### src/rtl/mc_controller_pkg.sv
// Shared types and encodings for the multi-cycle RV32I-subset control FSM.
// Select codes here mirror the mux input order of the multi-cycle datapath.
package mc_ctrl_pkg;

    typedef enum logic [3:0] {
        S_FETCH     = 4'd0,
        S_DECODE    = 4'd1,
        S_MEM_ADR   = 4'd2,
        S_MEM_READ  = 4'd3,
        S_MEM_WB    = 4'd4,
        S_MEM_WRITE = 4'd5,
        S_EXEC_R    = 4'd6,
        S_EXEC_I    = 4'd7,
        S_ALU_WB    = 4'd8,
        S_BRANCH    = 4'd9,
        S_JALR      = 4'd10,
        S_JAL_LINK  = 4'd11,
        S_LUI       = 4'd12
    } state_t;

    typedef enum logic [1:0] {
        ALU_CLS_ADD = 2'd0,
        ALU_CLS_SUB = 2'd1,
        ALU_CLS_R   = 2'd2,
        ALU_CLS_I   = 2'd3
    } alu_cls_t;

    localparam logic [6:0] OP_LW   = 7'b0000011;
    localparam logic [6:0] OP_SW   = 7'b0100011;
    localparam logic [6:0] OP_R    = 7'b0110011;
    localparam logic [6:0] OP_I    = 7'b0010011;
    localparam logic [6:0] OP_BR   = 7'b1100011;
    localparam logic [6:0] OP_JAL  = 7'b1101111;
    localparam logic [6:0] OP_JALR = 7'b1100111;
    localparam logic [6:0] OP_LUI  = 7'b0110111;

    localparam logic [2:0] ALU_ADD = 3'b000;
    localparam logic [2:0] ALU_SUB = 3'b001;
    localparam logic [2:0] ALU_AND = 3'b010;
    localparam logic [2:0] ALU_OR  = 3'b011;
    localparam logic [2:0] ALU_XOR = 3'b100;
    localparam logic [2:0] ALU_SLT = 3'b101;

    localparam logic [2:0] IMM_I = 3'b000;
    localparam logic [2:0] IMM_S = 3'b001;
    localparam logic [2:0] IMM_B = 3'b010;
    localparam logic [2:0] IMM_J = 3'b011;
    localparam logic [2:0] IMM_U = 3'b100;

    localparam logic [1:0] SRCA_PC    = 2'b00;
    localparam logic [1:0] SRCA_OLDPC = 2'b01;
    localparam logic [1:0] SRCA_A     = 2'b10;

    localparam logic [1:0] SRCB_B    = 2'b00;
    localparam logic [1:0] SRCB_IMM  = 2'b01;
    localparam logic [1:0] SRCB_FOUR = 2'b10;

    localparam logic [1:0] RES_ALUOUT = 2'b00;
    localparam logic [1:0] RES_DATA   = 2'b01;
    localparam logic [1:0] RES_ALU    = 2'b10;
    localparam logic [1:0] RES_IMM    = 2'b11;

    // Branch condition from the subtract flags: beq, bne, blt, bge.
    function automatic logic branch_taken(input logic [2:0] f3, input logic z, input logic s);
        case (f3)
            3'b000:  branch_taken = z;
            3'b001:  branch_taken = !z;
            3'b100:  branch_taken = s;
            3'b101:  branch_taken = !s;
            default: branch_taken = 1'b0;
        endcase
    endfunction

endpackage

### src/rtl/mc_controller_if.sv
// Controller <-> datapath/memory bundle: decode fields and flags in, selects and enables out.
// mem_req/mem_ready: an access is held while mem_req=1 and completes on the edge where mem_ready=1.
interface mc_ctrl_if;
    logic [6:0] op;
    logic [2:0] f3;
    logic [6:0] f7;
    logic       z;
    logic       s;
    logic       mem_ready;
    logic       mem_req;
    logic       mem_wr;
    logic       adr_source;
    logic       ir_wr;
    logic       pc_wr;
    logic       reg_wr;
    logic [2:0] imm_source;
    logic [1:0] ALU_srcA;
    logic [1:0] ALU_srcB;
    logic [2:0] ALU_control;
    logic [1:0] result_source;
    logic       illegal_op;
    logic [3:0] state;

    modport master (
        input  op, f3, f7, z, s, mem_ready,
        output mem_req, mem_wr, adr_source, ir_wr, pc_wr, reg_wr, imm_source,
               ALU_srcA, ALU_srcB, ALU_control, result_source, illegal_op, state
    );

    modport slave (
        output op, f3, f7, z, s, mem_ready,
        input  mem_req, mem_wr, adr_source, ir_wr, pc_wr, reg_wr, imm_source,
               ALU_srcA, ALU_srcB, ALU_control, result_source, illegal_op, state
    );
endinterface

### src/rtl/mc_controller_alu_decoder.sv
// Combinational ALU operation select from the controller's state class and funct fields.
module mc_alu_decoder
    import mc_ctrl_pkg::*;
(
    input  alu_cls_t   cls_i,
    input  logic [2:0] f3_i,
    input  logic [6:0] f7_i,
    output logic [2:0] alu_control_o
);

    always_comb begin
        alu_control_o = ALU_ADD;
        case (cls_i)
            ALU_CLS_SUB: alu_control_o = ALU_SUB;
            ALU_CLS_R, ALU_CLS_I: begin
                case (f3_i)
                    // Only register-register ops honour funct7 for sub.
                    3'b000:  alu_control_o = (cls_i == ALU_CLS_R && f7_i == 7'b0100000) ? ALU_SUB : ALU_ADD;
                    3'b111:  alu_control_o = ALU_AND;
                    3'b110:  alu_control_o = ALU_OR;
                    3'b010:  alu_control_o = ALU_SLT;
                    3'b100:  alu_control_o = ALU_XOR;
                    default: alu_control_o = ALU_ADD;
                endcase
            end
            default: alu_control_o = ALU_ADD;
        endcase
    end

endmodule

### src/rtl/mc_controller.sv
// Multi-cycle control FSM: sequences fetch, decode, execute, memory and write-back
// over a shared ALU and a single memory port.
module mc_controller
    import mc_ctrl_pkg::*;
(
    input  logic       clk,
    input  logic       rst_n,
    mc_ctrl_if.master  bus
);

    state_t     state_q, state_d;
    alu_cls_t   alu_cls;
    logic       mem_req_c, mem_wr_c, ir_wr_c, pc_wr_c, reg_wr_c, illegal_c;
    logic       adr_src;
    logic [2:0] imm_src;
    logic [1:0] src_a, src_b, res_src;

    always_ff @(posedge clk or negedge rst_n) begin
        if (!rst_n) state_q <= S_FETCH;
        else        state_q <= state_d;
    end

    always_comb begin
        state_d   = state_q;
        mem_req_c = 1'b0;
        mem_wr_c  = 1'b0;
        ir_wr_c   = 1'b0;
        pc_wr_c   = 1'b0;
        reg_wr_c  = 1'b0;
        illegal_c = 1'b0;
        adr_src   = 1'b0;
        imm_src   = IMM_I;
        src_a     = SRCA_PC;
        src_b     = SRCB_B;
        res_src   = RES_ALUOUT;
        alu_cls   = ALU_CLS_ADD;
        case (state_q)
            S_FETCH: begin
                mem_req_c = 1'b1;
                src_b     = SRCB_FOUR;
                res_src   = RES_ALU;
                ir_wr_c   = bus.mem_ready;
                pc_wr_c   = bus.mem_ready;
                if (bus.mem_ready) state_d = S_DECODE;
            end
            S_DECODE: begin
                // OldPC + imm lands in ALUOut as the branch/jal target.
                src_a = SRCA_OLDPC;
                src_b = SRCB_IMM;
                if (bus.op == OP_BR)       imm_src = IMM_B;
                else if (bus.op == OP_JAL) imm_src = IMM_J;
                case (bus.op)
                    OP_LW, OP_SW: state_d = S_MEM_ADR;
                    OP_R:         state_d = S_EXEC_R;
                    OP_I:         state_d = S_EXEC_I;
                    OP_BR:        state_d = S_BRANCH;
                    OP_JAL:       state_d = S_JAL_LINK;
                    OP_JALR:      state_d = S_JALR;
                    OP_LUI:       state_d = S_LUI;
                    default: begin
                        illegal_c = 1'b1;
                        state_d   = S_FETCH;
                    end
                endcase
            end
            S_MEM_ADR: begin
                src_a   = SRCA_A;
                src_b   = SRCB_IMM;
                imm_src = (bus.op == OP_SW) ? IMM_S : IMM_I;
                state_d = (bus.op == OP_SW) ? S_MEM_WRITE : S_MEM_READ;
            end
            S_MEM_READ: begin
                mem_req_c = 1'b1;
                adr_src   = 1'b1;
                if (bus.mem_ready) state_d = S_MEM_WB;
            end
            S_MEM_WB: begin
                res_src  = RES_DATA;
                reg_wr_c = 1'b1;
                state_d  = S_FETCH;
            end
            S_MEM_WRITE: begin
                mem_req_c = 1'b1;
                mem_wr_c  = 1'b1;
                adr_src   = 1'b1;
                if (bus.mem_ready) state_d = S_FETCH;
            end
            S_EXEC_R: begin
                src_a   = SRCA_A;
                src_b   = SRCB_B;
                alu_cls = ALU_CLS_R;
                state_d = S_ALU_WB;
            end
            S_EXEC_I: begin
                src_a   = SRCA_A;
                src_b   = SRCB_IMM;
                alu_cls = ALU_CLS_I;
                state_d = S_ALU_WB;
            end
            S_ALU_WB: begin
                reg_wr_c = 1'b1;
                state_d  = S_FETCH;
            end
            S_BRANCH: begin
                src_a   = SRCA_A;
                src_b   = SRCB_B;
                alu_cls = ALU_CLS_SUB;
                pc_wr_c = branch_taken(bus.f3, bus.z, bus.s);
                state_d = S_FETCH;
            end
            S_JALR: begin
                src_a   = SRCA_A;
                src_b   = SRCB_IMM;
                state_d = S_JAL_LINK;
            end
            S_JAL_LINK: begin
                // PC takes the target from ALUOut while the ALU forms the link OldPC+4.
                src_a   = SRCA_OLDPC;
                src_b   = SRCB_FOUR;
                pc_wr_c = 1'b1;
                state_d = S_ALU_WB;
            end
            S_LUI: begin
                imm_src  = IMM_U;
                res_src  = RES_IMM;
                reg_wr_c = 1'b1;
                state_d  = S_FETCH;
            end
            default: state_d = S_FETCH;
        endcase
    end

    mc_alu_decoder u_alu_dec (
        .cls_i         (alu_cls),
        .f3_i          (bus.f3),
        .f7_i          (bus.f7),
        .alu_control_o (bus.ALU_control)
    );

    // Enables are masked by reset directly so they drop without waiting for an edge.
    assign bus.mem_req       = rst_n & mem_req_c;
    assign bus.mem_wr        = rst_n & mem_wr_c;
    assign bus.ir_wr         = rst_n & ir_wr_c;
    assign bus.pc_wr         = rst_n & pc_wr_c;
    assign bus.reg_wr        = rst_n & reg_wr_c;
    assign bus.illegal_op    = rst_n & illegal_c;
    assign bus.adr_source    = adr_src;
    assign bus.imm_source    = imm_src;
    assign bus.ALU_srcA      = src_a;
    assign bus.ALU_srcB      = src_b;
    assign bus.result_source = res_src;
    assign bus.state         = state_q;

endmodule

### src/flat_wrapper.sv
// flat-port wrapper written by rule: the top's interface ports become plain ports
module mc_controller_flat import mc_ctrl_pkg::*;
  (clk, rst_n, bus_op, bus_f3, bus_f7, bus_z, bus_s, bus_mem_ready, bus_mem_req, bus_mem_wr, bus_adr_source, bus_ir_wr, bus_pc_wr, bus_reg_wr, bus_imm_source, bus_ALU_srcA, bus_ALU_srcB, bus_ALU_control, bus_result_source, bus_illegal_op, bus_state);
  mc_ctrl_if bus_i ();
  input  logic clk;
  input  logic rst_n;
  input wire logic [$bits(bus_i.op)-1:0] bus_op;
  input wire logic [$bits(bus_i.f3)-1:0] bus_f3;
  input wire logic [$bits(bus_i.f7)-1:0] bus_f7;
  input wire logic [$bits(bus_i.z)-1:0] bus_z;
  input wire logic [$bits(bus_i.s)-1:0] bus_s;
  input wire logic [$bits(bus_i.mem_ready)-1:0] bus_mem_ready;
  output wire logic [$bits(bus_i.mem_req)-1:0] bus_mem_req;
  output wire logic [$bits(bus_i.mem_wr)-1:0] bus_mem_wr;
  output wire logic [$bits(bus_i.adr_source)-1:0] bus_adr_source;
  output wire logic [$bits(bus_i.ir_wr)-1:0] bus_ir_wr;
  output wire logic [$bits(bus_i.pc_wr)-1:0] bus_pc_wr;
  output wire logic [$bits(bus_i.reg_wr)-1:0] bus_reg_wr;
  output wire logic [$bits(bus_i.imm_source)-1:0] bus_imm_source;
  output wire logic [$bits(bus_i.ALU_srcA)-1:0] bus_ALU_srcA;
  output wire logic [$bits(bus_i.ALU_srcB)-1:0] bus_ALU_srcB;
  output wire logic [$bits(bus_i.ALU_control)-1:0] bus_ALU_control;
  output wire logic [$bits(bus_i.result_source)-1:0] bus_result_source;
  output wire logic [$bits(bus_i.illegal_op)-1:0] bus_illegal_op;
  output wire logic [$bits(bus_i.state)-1:0] bus_state;
  assign bus_i.op = bus_op;
  assign bus_i.f3 = bus_f3;
  assign bus_i.f7 = bus_f7;
  assign bus_i.z = bus_z;
  assign bus_i.s = bus_s;
  assign bus_i.mem_ready = bus_mem_ready;
  assign bus_mem_req = bus_i.mem_req;
  assign bus_mem_wr = bus_i.mem_wr;
  assign bus_adr_source = bus_i.adr_source;
  assign bus_ir_wr = bus_i.ir_wr;
  assign bus_pc_wr = bus_i.pc_wr;
  assign bus_reg_wr = bus_i.reg_wr;
  assign bus_imm_source = bus_i.imm_source;
  assign bus_ALU_srcA = bus_i.ALU_srcA;
  assign bus_ALU_srcB = bus_i.ALU_srcB;
  assign bus_ALU_control = bus_i.ALU_control;
  assign bus_result_source = bus_i.result_source;
  assign bus_illegal_op = bus_i.illegal_op;
  assign bus_state = bus_i.state;
  mc_controller u_core (.clk(clk), .rst_n(rst_n), .bus(bus_i));
endmodule
### config.mk
export PLATFORM = sky130hd
export DESIGN_NAME = mc_controller_flat
export DESIGN_NICKNAME = d
export VERILOG_FILES = /design/src/rtl/mc_controller_pkg.sv /design/src/rtl/mc_controller_if.sv /design/src/rtl/mc_controller_alu_decoder.sv /design/src/rtl/mc_controller.sv /design/src/flat_wrapper.sv
export SDC_FILE = /design/constraint.sdc
export NUM_CORES = 1
export LEC_CHECK = 0
export CAP_MARGIN = 10
export CORE_ASPECT_RATIO = 0.6
export CORE_MARGIN = 1.5
export CORE_UTILIZATION = 33
export DETAILED_ROUTE_END_ITERATION = 12
export HOLD_SLACK_MARGIN = 0.03
export PLACE_DENSITY = 0.76
export SETUP_SLACK_MARGIN = 0.05
export SLEW_MARGIN = 20
export SYNTH_ARGS = -nofsm -noshare
export SYNTH_HDL_FRONTEND = slang
export SYNTH_SLANG_ARGS = --single-unit
### constraint.sdc
create_clock -name clk -period 1.46 [get_ports clk]
set_input_delay 0.292 -clock clk [delete_from_list [all_inputs] [get_ports clk]]
set_output_delay 0.292 -clock clk [all_outputs]
set_load 0.01 [all_outputs]
==> impl_metrics.yaml, run 1 <==
status:
  status: "aborted with a tool error"
  lastStage: "global routing"
  stop_error: "[ERROR DPL-0038] Utilization greater than 100%, impossible to legalize"
clock_tree:
  hold_buffers: 0
  clockBufferDepth: 2
  cts_max_level: 1
  clockRootBuffer: "clkbuf_4"
  clock-sinks: 4
  cts_buffers: 3
synthesis:
  yosys_register_bits: 4
  yosys.area.top_type_share: 0.1379
  syn_inst: 105
  synth_nets: 127
  syn_area_um2: 725.7
  synth_commonest_cells: "nand2_1 (9), a21oi_1 (8), nor2b_1 (8), nor2_1 (7)"
  seq_area_frac_synth: 0.1379
  synth-async-reset-ratio: 1.000
  avgSynthCellArea_um2: 6.911
  yosys_warnings: 0
  synth_ff_type: "dfrtp_1"
  synth_area_leaders: "dfrtp_1 (14%), nor2b_1 (6.9%), a21oi_1 (5.5%)"
  synth_cell_type_count: 44
  yosysMostFrequentCell: "nand2_1"
  yosysTopAreaCell: "dfrtp_1"
  synth-edff-count: 0
floorplanning:
  die_h_um: 39.33
  die_w_um: 63.54
  fp-row-count: 12
  boundaryPins: 45
  initial_core_util: 0.3718
timing:
  worst_endpoint_kind: "primary output"
  worstEndpointGrtRepair: "bus_ALU_control[0]"
place:
  dp_cells: 211
  port_buffers: 44
  hpwlAfterDp_um: 2872
  gp_congestion: 0.9559
global_route:
  grt_max_degree: 11
## metrics by stage
stage                     TNS, ps  instance area [um^2]    util  setup WS [ps]
after global placement     -11230                  1519  0.7782         -897.1
after floorplan            -105.9                 782.0       -         -29.56
after CTS                   -4388                  1787  0.9154         -334.2
after detailed placement   -11620                  1519  0.7782         -952.3
## cells by family after synthesis
kind of cell,count (synthesis),share of synthesized area
xor gates and xnor gates,3,0.03621
and+or+nand+nor,56,0.4431
DFF,4,0.1379
muxes,3,0.04310
buffers and inverters,7,0.04653
AOI/OAI and AO/OA,32,0.2931
## timing repair
action,CTS
pin swaps,18
gates resized for setup,153
buffers inserted,21
setup endpoints to repair,26
==> inputs of run 2 (changes only) <==
- CORE_AREA: default -> 2 2 63 65
- CORE_ASPECT_RATIO: 0.6 -> default
- CORE_MARGIN: 1.5 -> default
- CORE_UTILIZATION: 33 -> default
- DIE_AREA: default -> 0 0 65 67
- HOLD_SLACK_MARGIN: 0.03 -> default
- PLACE_DENSITY: 0.76 -> default
- PLACE_DENSITY_LB_ADDON: default -> 0.15
- SETUP_SLACK_MARGIN: 0.05 -> default
- clock period: 1.46 -> 1.9 ns (I/O delays scaled with it)
==> run 2 against run 1 <==
The flow now finishes without violations. Synthesized cell count unchanged. Synthesized area did not move.
==> impl_metrics.yaml, run 2 <==
clock_tree:
  hold_buffers: 0
  clockRootBuffer: "clkbuf_8"
  clock-sinks: 4
  path_clk_slew_ps: 30
  insertion_delay_ps: 220
  cts_max_level: 1
  cts_buffers: 3
  tritoncts: "yes"
  clockBufferDepth: 2
route:
  drc: 0
  initialDrtViolationCount: 34
  num_vias: 1175
  drt_wl_total_um: 3389
  ant_nets: 0
  wl_per_cell_um: 13.89
  viasPerCell: 4.816
  firstDrtPassIters: 4
synthesis:
  seq_area_frac_synth: 0.1379
  synth-async-reset-ratio: 1.000
  synth_commonest_cells: "nand2_1 (9), a21oi_1 (8), nor2b_1 (8), nor2_1 (7)"
  yosysMostFrequentCell: "nand2_1"
  synth_nets: 127
  avgSynthCellArea_um2: 6.911
  synth_ff_type: "dfrtp_1"
  yosys_warnings: 0
  syn_area_um2: 725.7
  synth_cell_type_count: 44
  yosys_register_bits: 4
  syn_inst: 105
  yosys.area.top_type_share: 0.1379
  synth_area_leaders: "dfrtp_1 (14%), nor2b_1 (6.9%), a21oi_1 (5.5%)"
  synth-edff-count: 0
  yosysTopAreaCell: "dfrtp_1"
critical_path:
  rr_worst_depth: 5
  required_ps: 1520
  worstSetupStartpoint: "u_core.bus.state[0]$_DFFE_PN0P_"
  worstPathMaxFanout: 5
  rr_endpoint: "u_core.bus.state[2]$_DFFE_PN0P_"
  crit_family: "buffers and inverters"
  critPathLaunchType: "flip-flop"
  worstPathCellList: "buf_6 > nor2b_2 > a21oi_1 > o21ai_1 > dlygate4sd2_1"
  crit_path_top_delay_cell: "dfrtp_1"
  reg2reg_slack_ps: 200
  crit_path_end: "bus_ALU_srcB[0]"
  timing.rr.start: "u_core.bus.state[1]$_DFFE_PN0P_"
  crit_buf_inv: 2
  crit_cells: 5
  slowest_delay_ps: 400
  cp-end-kind: "primary output"
  cp.arrival_ps: 1480
  path_class: "reg2out"
floorplanning:
  die_w_um: 65
  boundaryPins: 45
  die_h_um: 67
  die-area_um2: 4355
  fp-row-count: 22
  coreArea_um2: 3606
  initial_core_util: 0.2012
place:
  place_area_um2: 1489
  gp_congestion: 0.8679
  hpwlAfterDp_um: 2502
  dp_slack_ps: -734.0
  port_buffers: 44
cells_and_area:
  finalNetCount: 220
  final_cell_mix: "buf_4 (42), dlygate4sd2_1 (12), buf_2 (10)"
  drive_gt1_frac: 0.4847
  area_growth_pct: 130.2
  regArea_um2: 102.6
  multi_input_area_um2: 703.2
  fillCellCount: 371
  final_area_um2: 1670
  largest_reg_flops: 4
  antennaDiodeCount: 0
  final_common_cell: "buf_4"
power_and_ir_drop:
  vdd_drop_max_mv: 0.3442
  powerDensity_nw_per_um2: 558.6
  cellLeakagePower_nw: 0.8249
timing:
  finalCritPeriodShare: 0.9803
  finalHoldViolCount: 0
  relSlewSlack: 0.8087
  worst_pin_slew_ps: 285.6
  clock.fmax_mhz: 536.9
  fin_ws_ps: 37.40
  setup_violations: 0
  rsz0062_at_grt: "yes"
  fin_crit_ps: 1863
  clock_skew_ps: 6.321
  slew_viol_final: 0
global_route:
  met2_usage: 0.2977
  grt.met1_usage: 0.1764
  grt_overflow: 0
  grt_busiest_layer: "met2"
  antenna_found_initial: 0
  grt_max_degree: 12
  use_met3: 0.02534
  grt_usage: 0.1556
  first_global_vias: 1184
  grt_pass1_wl_um: 5250
status:
  status: "complete, no violations"
min_path:
  hold_path_class: "in2async"
job:
  drv_cap: 0
run 2: cell counts after synthesis:
Identical to the previous run, type by type.
run 2: timing repair:
action	in CTS	in global routing
resized for setup	89	33
pin swaps	10	12
setup buffers	8	3
setup endpoints to repair	19	16
run 2: per-layer routing:
| metal | wire, um | share of wire |
|---|---|---|
| met5 | 0 | 0 |
| met4 | 23 | 0.0068 |
| met3 | 213 | 0.063 |
| met2 | 1760 | 0.52 |
| met1 | 1391 | 0.41 |
run 2: worst min path at each step:
stage | from | endpoint | slack (ps) | cells after the start
global placement | rst_n | u_core.bus.state[3]$_DFFE_PN0P_ | 760 | 2
finish | rst_n | u_core.bus.state[1]$_DFFE_PN0P_ | 270 | 2
CTS | rst_n | u_core.bus.state[0]$_DFFE_PN0P_ | 270 | 2
floorplan | rst_n | u_core.bus.state[0]$_DFFE_PN0P_ | 80 | 0
detailed placement | rst_n | u_core.bus.state[0]$_DFFE_PN0P_ | 770 | 2
global route | rst_n | u_core.bus.state[1]$_DFFE_PN0P_ | 290 | 2
run 2: worst register-to-register path, stage by stage, from the launching register on:
cell and delay [ps]:
dfrtp_2 440, nor2b_2 170, buf_6 160, nand4_1 160, or4_1 490, a31oi_1 180
run 2: final cells by class:
cell class              instances  share of cell area
flip-flops and latches          4             0.06142
well taps                      48             0.03596
repair buffers                 94              0.4547
clock buffers                   3             0.02472
multi-input cells              94              0.4210
inverters                       1            0.002247
run 2: logic make-up (layout without fill, tap and decap cells):
logic type      after synthesis  count (layout)  share of synthesized area
buf+inv                       7              98                    0.04653
compound gates               32              32                     0.2931
simple gates                 56              56                     0.4431
xor+xnor                      3               3                    0.03621
mux                           3               3                    0.04310
flops                         4               4                     0.1379
run 2: through the flow:
step,power (W),utilization,instances,hold slack (ps),TNS [ps]
2_1_floorplan,0.0003657,-,105,84.41,0
3_3_place_gp,0.0007078,0.4129,230,763.3,-4979
3_5_place_dp,0.0007108,0.4129,230,767.9,-4998
4_1_cts,0.0009142,0.4559,241,271.1,-194.1
5_1_grt,0.0009922,0.4632,244,294.5,-210.2
6_report,0.0009331,0.4632,244,268.2,0
run 2: where the power goes:
| group | leakage, nW | internal, W | switching (W) |
|---|---|---|---|
| Clock | 0.0216 | 0.000135 | 0.0000439 |
| Combinational | 0.753 | 0.000345 | 0.000295 |
| Sequential | 0.0503 | 0.0000985 | 0.0000153 |
Power figures use the tool's default switching activity.
==> inputs of run 3 (changes only) <==
- SLEW_MARGIN: 20 -> default
==> results of run 3 <==
No change in the layout: final DEF, timing and power equal those of run 2.
==> inputs of run 4 (changes only) <==
- CTS_CLUSTER_SIZE: default -> 40
==> results of run 4 <==
No change in the layout: final DEF, timing and power equal those of run 2.
